===== config.mk =====
export PLATFORM = sky130hd
export DESIGN_NAME = ps2_key_decoder_flat
export DESIGN_NICKNAME = d
export VERILOG_FILES = /design/src/rtl/ps2_key_decoder_if.sv /design/src/rtl/ps2_key_decoder.sv /design/src/flat_wrapper.sv
export SDC_FILE = /design/constraint.sdc
export NUM_CORES = 1
export LEC_CHECK = 0
export BUFFER_PORTS_ARGS = -buffer_cell sky130_fd_sc_hd__buf_2
export CAP_MARGIN = 30
export CORE_AREA = 2 2 70 72
export CTS_CLUSTER_SIZE = 40
export DETAILED_ROUTE_END_ITERATION = 10
export DIE_AREA = 0 0 72 74
export SYNTH_ARGS = -nofsm -noshare
export SYNTH_HDL_FRONTEND = slang
export SYNTH_SLANG_ARGS = --single-unit

===== constraint.sdc =====
create_clock -name clk -period 2.9 [get_ports clk]
set_clock_uncertainty 0.05 [all_clocks]
set_input_delay 0.145 -clock clk [delete_from_list [all_inputs] [get_ports clk]]
set_output_delay 0.145 -clock clk [all_outputs]
set_load 0.05 [all_outputs]

===== src/rtl/ps2_key_decoder_if.sv =====
// PS/2 receive FIFO pop handshake: head byte, non-empty flag and active-low pop strobe.
interface ps2_key_decoder_if;
    logic       ready;
    logic [7:0] data;
    logic       nextdata_n;

    modport master (output ready, output data, input nextdata_n);
    modport slave  (input ready, input data, output nextdata_n);
endinterface


===== src/rtl/ps2_key_decoder.sv =====
// Turns PS/2 make/break/E0 byte streams into held-key state, press events and a press count.
// Optional macro PS2DEC_SHIFT_EN tracks left/right shift separately from the held key.
module ps2_key_decoder #(
    parameter int unsigned CNT_W   = 8,
    parameter logic [7:0]  SHIFT_L = 8'h12,
    parameter logic [7:0]  SHIFT_R = 8'h59
) (
    input  logic             clk,
    input  logic             clrn,
    ps2_key_decoder_if.slave fifo,
    output logic [7:0]       key_code,
    output logic             key_ext,
    output logic             key_down,
    output logic             key_event,
    output logic [CNT_W-1:0] press_count,
    output logic             shift
);

    typedef enum logic {IDLE, POP} state_t;

    state_t state;
    logic   brk;
    logic   ext;
    logic   hit;
    logic   is_shift;

    // Byte names the currently held key, with the same E0 qualification.
    assign hit = key_down && (fifo.data == key_code) && (ext == key_ext);

`ifdef PS2DEC_SHIFT_EN
    logic shift_l;
    logic shift_r;
    assign is_shift = (fifo.data == SHIFT_L) || (fifo.data == SHIFT_R);
    assign shift    = shift_l | shift_r;
`else
    assign is_shift = 1'b0;
    assign shift    = 1'b0;
`endif

    always_ff @(posedge clk or negedge clrn) begin
        if (!clrn) begin
            state           <= IDLE;
            fifo.nextdata_n <= 1'b1;
            brk             <= 1'b0;
            ext             <= 1'b0;
            key_code        <= 8'h00;
            key_ext         <= 1'b0;
            key_down        <= 1'b0;
            key_event       <= 1'b0;
            press_count     <= '0;
`ifdef PS2DEC_SHIFT_EN
            shift_l         <= 1'b0;
            shift_r         <= 1'b0;
`endif
        end else begin
            key_event <= 1'b0;
            unique case (state)
                IDLE: begin
                    if (fifo.ready) begin
                        state           <= POP;
                        fifo.nextdata_n <= 1'b0;
                    end
                end
                POP: begin
                    state           <= IDLE;
                    fifo.nextdata_n <= 1'b1;
                    if (fifo.data == 8'hE0) begin
                        ext <= 1'b1;
                    end else if (fifo.data == 8'hF0) begin
                        brk <= 1'b1;
                    end else begin
                        brk <= 1'b0;
                        ext <= 1'b0;
                        if (is_shift) begin
`ifdef PS2DEC_SHIFT_EN
                            if (fifo.data == SHIFT_L) shift_l <= ~brk;
                            else                      shift_r <= ~brk;
`endif
                        end else if (brk) begin
                            if (hit) begin
                                key_down  <= 1'b0;
                                key_event <= 1'b1;
                            end
                        end else if (!hit) begin
                            // A different key replaces whatever was held.
                            key_code    <= fifo.data;
                            key_ext     <= ext;
                            key_down    <= 1'b1;
                            press_count <= press_count + 1'b1;
                            key_event   <= 1'b1;
                        end
                    end
                end
                default: state <= IDLE;
            endcase
        end
    end

endmodule


===== src/flat_wrapper.sv =====
// flat-port wrapper written by rule: the top's interface ports become plain ports
module ps2_key_decoder_flat 
#(
    parameter int unsigned CNT_W   = 8,
    parameter logic [7:0]  SHIFT_L = 8'h12,
    parameter logic [7:0]  SHIFT_R = 8'h59
)
  (clk, clrn, key_code, key_ext, key_down, key_event, press_count, shift, fifo_ready, fifo_data, fifo_nextdata_n);
  ps2_key_decoder_if fifo_i ();
  input  logic clk;
  input  logic clrn;
  output logic [7:0] key_code;
  output logic key_ext;
  output logic key_down;
  output logic key_event;
  output logic [CNT_W-1:0] press_count;
  output logic shift;
  input wire logic [$bits(fifo_i.ready)-1:0] fifo_ready;
  input wire logic [$bits(fifo_i.data)-1:0] fifo_data;
  output wire logic [$bits(fifo_i.nextdata_n)-1:0] fifo_nextdata_n;
  assign fifo_i.ready = fifo_ready;
  assign fifo_i.data = fifo_data;
  assign fifo_nextdata_n = fifo_i.nextdata_n;
  ps2_key_decoder #(.CNT_W(CNT_W), .SHIFT_L(SHIFT_L), .SHIFT_R(SHIFT_R)) u_core (.clk(clk), .clrn(clrn), .fifo(fifo_i), .key_code(key_code), .key_ext(key_ext), .key_down(key_down), .key_event(key_event), .press_count(press_count), .shift(shift));
endmodule

Yosys cells after proc, flatten, opt, wreduce, memory -nomap -nowiden
Index checks and enable logic that the tools add are counted.
{ "word_totals": {"ff_bits": 23, "wordCells": 45, "in_bits": 11} }
{ "op_classes": {"eq_ne": 8, "bitwise_logic": 5, "muxes": 16, "n_addsub": 1, "reduce_logical": 6} }
{ "ops": {"columns": ["operator", "count"], "rows": [
  ["$eq A8 B8 Y1 const B", 2],
  ["$mux W1", 14],
  ["$reduce_and A5 Y1", 2],
  ["$add A8 B1 Y8 const B", 1],
  ["$eq A8 B8 Y1", 1],
  ["$not A1 Y1", 5],
  ["$ne A2 B1 Y1 const B", 2],
  ["$ne A2 B2 Y1 const B", 2],
  ["$pmux W1 S2", 2],
  ["$reduce_and A2 Y1", 2],
  ["$logic_and A1 B1 Y1", 2],
  ["$eq A1 B1 Y1", 1]
]} }

Depth between registers and ports, before layout
{ "logic_depth": {"ltp_word": 8, "ltp_mapped": 9} }

Worst setup path before layout
No wires, ideal clock.
{ "synth_timing": {"path_kind": "register to register", "startpoint": "reg u_core.key_code[4]", "endpoint": "reg u_core.key_code[1]", "t_required_ns": 2.725, "setup_ns": 0.125, "slack_ns": 0.750, "path_stages_with_launch": 9, "period_less_slack_ns": 2.150, "t_arrival_ns": 1.975, "path_cell_list": "dfrtp_1 -> xor2_1 -> nor4_1 -> nand4_1 -> ha_1 -> nand2_1 -> a21oi_4 -> buf_6 -> mux2_4"} }
{ "synth_via": {"elab_chain_cells": 5} }
{ "synth_lines": {"columns": ["element", "line_no", "text"], "rows": [
  ["start, declared", "ps2_key_decoder.sv:11", "output logic [7:0] key_code,"],
  ["start signal, assigned", "ps2_key_decoder.sv:86", "key_code <= fifo.data;"],
  ["$eq A8 B8 Y1", "ps2_key_decoder.sv:28", "assign hit = key_down && (fifo.data == key_code) && (ext == key_ext);"],
  ["$logic_and A1 B1 Y1 (2 in a row)", "ps2_key_decoder.sv:28", null],
  ["$not A1 Y1 (no line)", null, null],
  ["$reduce_and A5 Y1 (no line)", null, null]
]} }
Every way passes these cells.
A chain may end at the register's enable or synchronous reset.

Worst setup path after layout
{ "layout_timing": {"startpoint": "reg u_core.key_ext", "endpoint": "reg u_core.key_code[0]"} }
{ "layout_via": {"elab_chain_cells": 4} }
{ "layout_lines": {"columns": ["element", "line_no", "text"], "rows": [
  ["start, declared", "ps2_key_decoder.sv:12", "output logic key_ext,"],
  ["start signal, assigned", "ps2_key_decoder.sv:87", "key_ext <= ext;"],
  ["$eq A1 B1 Y1", "ps2_key_decoder.sv:28", null],
  ["$logic_and A1 B1 Y1", "ps2_key_decoder.sv:28", null],
  ["$not A1 Y1 (no line)", null, null],
  ["$reduce_and A5 Y1 (no line)", null, null]
]} }
Every way passes these cells.

==> flow_metrics.tcl <==
set metrics [dict create \
    slew_violations 0 \
    hold_viol 0 \
    antenna_cells 0 \
    r2r_start "u_core.key_ext" \
    layout_commonest_cell "buf_2" \
    critPathCaptureType "register" \
    place_congestion 0.7374 \
    postCtsSetupRepairBufs 0 \
    track_usage 0.08892 \
    cts_root_buf "clkbuf_8" \
    area_growth_pct 23.55 \
    startpoint_type "register" \
    maxCapViolCount 0 \
    nNetsFinal 132 \
    final_cells 172 \
    synthXorXnorAreaFrac 0.1250 \
    setup_viol_count_final 0 \
    synth_nets 97 \
    synth-adder-area-share 0.02232 \
    io_pins 32 \
    timing.setup.tns_ns 0 \
    clock.fmax_mhz 475.9 \
    synth_top_family_by_area "multiplexers" \
    syn_avg_cell_area_sq_um 13.35 \
    grt_pass1_wl_mm 3.663 \
    start_util 0.2438 \
    wl_mm 2.298 \
    final_cell_mix "30 x buf_2, 22 x dfrtp_1, 9 x xor2_1, 9 x mux2_4, 7 x xnor2_1" \
    startpoint "u_core.key_ext" \
    synth-compound-area-share 0.04688 \
    antenna_found_initial 0 \
    cts_buffers 3 \
    overflow 0 \
    hold_start "fifo_data[5]" \
    yosysWarningCount 0 \
    dr.pass1.iters 3 \
    crit_chain "xor2_1 -> nor4_1 -> nand4_1 -> ha_1 -> nand2_1 -> a21oi_4 -> mux2_2" \
    ys_types 27 \
    routedWlPerCell_microns 13.36 \
    fp.dieW_microns 72 \
    worstPathMaxFanout 12 \
    arrival_ns 2.19 \
    dp_cells 166 \
    maxSlewHeadroom 0.6454 \
    syn_area_sq_mm 0.001121 \
    synth_mux_area_frac 0.1406 \
    tritoncts "built" \
    ant_nets 0 \
    syn_inst 84 \
    yosysSeqAreaShare 0.5145 \
    synth_top_cell_by_area "dfrtp_1" \
    chipHeight_microns 74 \
    critPathKind "reg -> reg" \
    grt_max_degree 24 \
    cts.sinks 23 \
    detailedRoute.firstIterationViolations 19 \
    drive_above_1_share 0.4322 \
    period_needed_ns 2.101 \
    tightest_slew_ns 0.5307 \
    synthSimpleGateAreaFrac 0.1172 \
    yosys_register_bits 23 \
    vias 751 \
    grt_pass1_vias 784 \
    status "finished, final reports clean" \
    clk_path_buf_depth 2 \
    p_leak_nw 0.6479 \
    hpwl_mm 1.802 \
    p_per_area_mw_per_mm2 882.1 \
    clk_latency_ns 0.26 \
    synth_top_area_frac 0.4911 \
    vias_per_cell 4.366 \
    num_rows 25 \
    slowest_delay_ns 0.44 \
    synth_area_leaders "dfrtp_1 49%, mux2_4 12%, xor2_1 7.0%" \
    route.detailed.drc 0 \
    cp_data_required_time_ns 2.99 \
    coreArea_sq_mm 0.004598 \
    cp_slowest_cell "a21oi_4" \
    rsz0062_at_grt "no" \
    irDropWorstVdd_uv 392.2 \
    clk_pin_slew_ns 0.08 \
    cts.repair.resized 0 \
    period_share 0.7246 \
    hold_class "in -> reg" \
    htree_num_levels 1 \
    portBuffers 30 \
    dieArea_sq_mm 0.005328 \
]
## where the power goes
part           internal [W]  switching, W
clock network     0.0000979     0.0000953
logic              0.000165      0.000378
registers          0.000400     0.0000857
total              0.000663      0.000559
## cells in the mapped netlist
cell type	count
xnor2_1	7
dfstp_2	1
ha_1	2
nand3_1	2
and4_1	1
mux2_2	2
mux2_4	9
nor2b_1	1
o21ai_0	1
conb_1	1
and2_1	1
nor4_1	2
inv_1	4
a21oi_4	1
nor3_4	1
dfrtp_1	22
buf_6	1
nand2_1	3
xor2_1	9
and4b_4	1
nor2b_4	1
a211oi_2	1
a21oi_2	1
buf_4	1
nor2_1	2
nand4_1	4
a21oi_1	2
## routing by layer
| metal | vias up | part of all wire | track usage |
|---|---|---|---|
| li1 | 354 | - | - |
| met1 | 371 | 0.43 | 0.1042 |
| met2 | 24 | 0.48 | 0.1492 |
| met3 | 2 | 0.086 | 0.04743 |
| met4 | 0 | 0.0026 | 0.01258 |
| met5 | - | 0 | 0 |
## per-stage QoR
stage                     cell area (sq um)  utilization  hold WS [ns]  setup WS, ns  total power, W
after floorplan                        1121            -       -0.2006        0.7495       0.0008990
after global placement                 1320       0.2871       0.08749        0.9143        0.001033
after detailed placement               1320       0.2871        0.1022        0.8358        0.001041
after CTS                              1375       0.2990       0.01639        0.7762        0.001242
after global routing                   1385       0.3012        0.1007        0.7053        0.001298
final                                  1385       0.3012        0.1043        0.7986        0.001222
## critical path: cells and delay by family, from the launching register on
kind | cells | cell delay, ns
and+or+nand+nor | 3 | 0.29
muxes | 1 | 0.40
xor gates and xnor gates | 1 | 0.18
DFF | 1 | 0.43
adders and majority gates | 1 | 0.20
AOI/OAI and AO/OA | 1 | 0.44
## repair_timing
action	4_1_cts	5_1_grt
hold buffers	1	1
hold endpoints to repair	22	1
setup endpoints to repair	0	0
## kinds of logic after synthesis
group,Yosys count
AOI/OAI and AO/OA,6
xor gates and xnor gates,16
adders and majority gates,2
buffers and inverters,6
DFF,23
muxes,11
other,1
and+or+nand+nor,19
## sequential cells by signal, summed over array words and instances (netlist names)
name / count
u_core.key_down: 1
u_core.key_event: 1
u_core.ext: 1
u_core.brk: 1
u_core.press_count: 8
u_core.fifo.nextdata_n: 1
u_core.state: 1
u_core.key_ext: 1
u_core.key_code: 8
## cell type report
| type | instances | area (sq um) |
|---|---|---|
| fill | 479 | 3213 |
| clock buffer | 4 | 45.04 |
| tap | 54 | 67.56 |
| sequential | 23 | 576.8 |
| timing repair buffer | 32 | 170.2 |
| inverter | 4 | 15.01 |
| multi-input combinational | 55 | 510.5 |
## worst paths after layout
| kind | cells after the start | slack (ns) | to |
|---|---|---|---|
| worst max register to register | 7 | 0.80 | u_core.key_code[0] |
| min in group asynchronous | 2 | 0.33 | u_core.key_event |
| worst max-delay path | 7 | 0.80 | u_core.key_code[0] |
| worst min-delay path | 2 | 0.10 | u_core.key_code[5] |
| max in group asynchronous | 2 | 2.10 | u_core.fifo.nextdata_n |
| worst min register to register | 1 | 0.44 | u_core.press_count[7] |
Power figures use the tool's default switching activity.
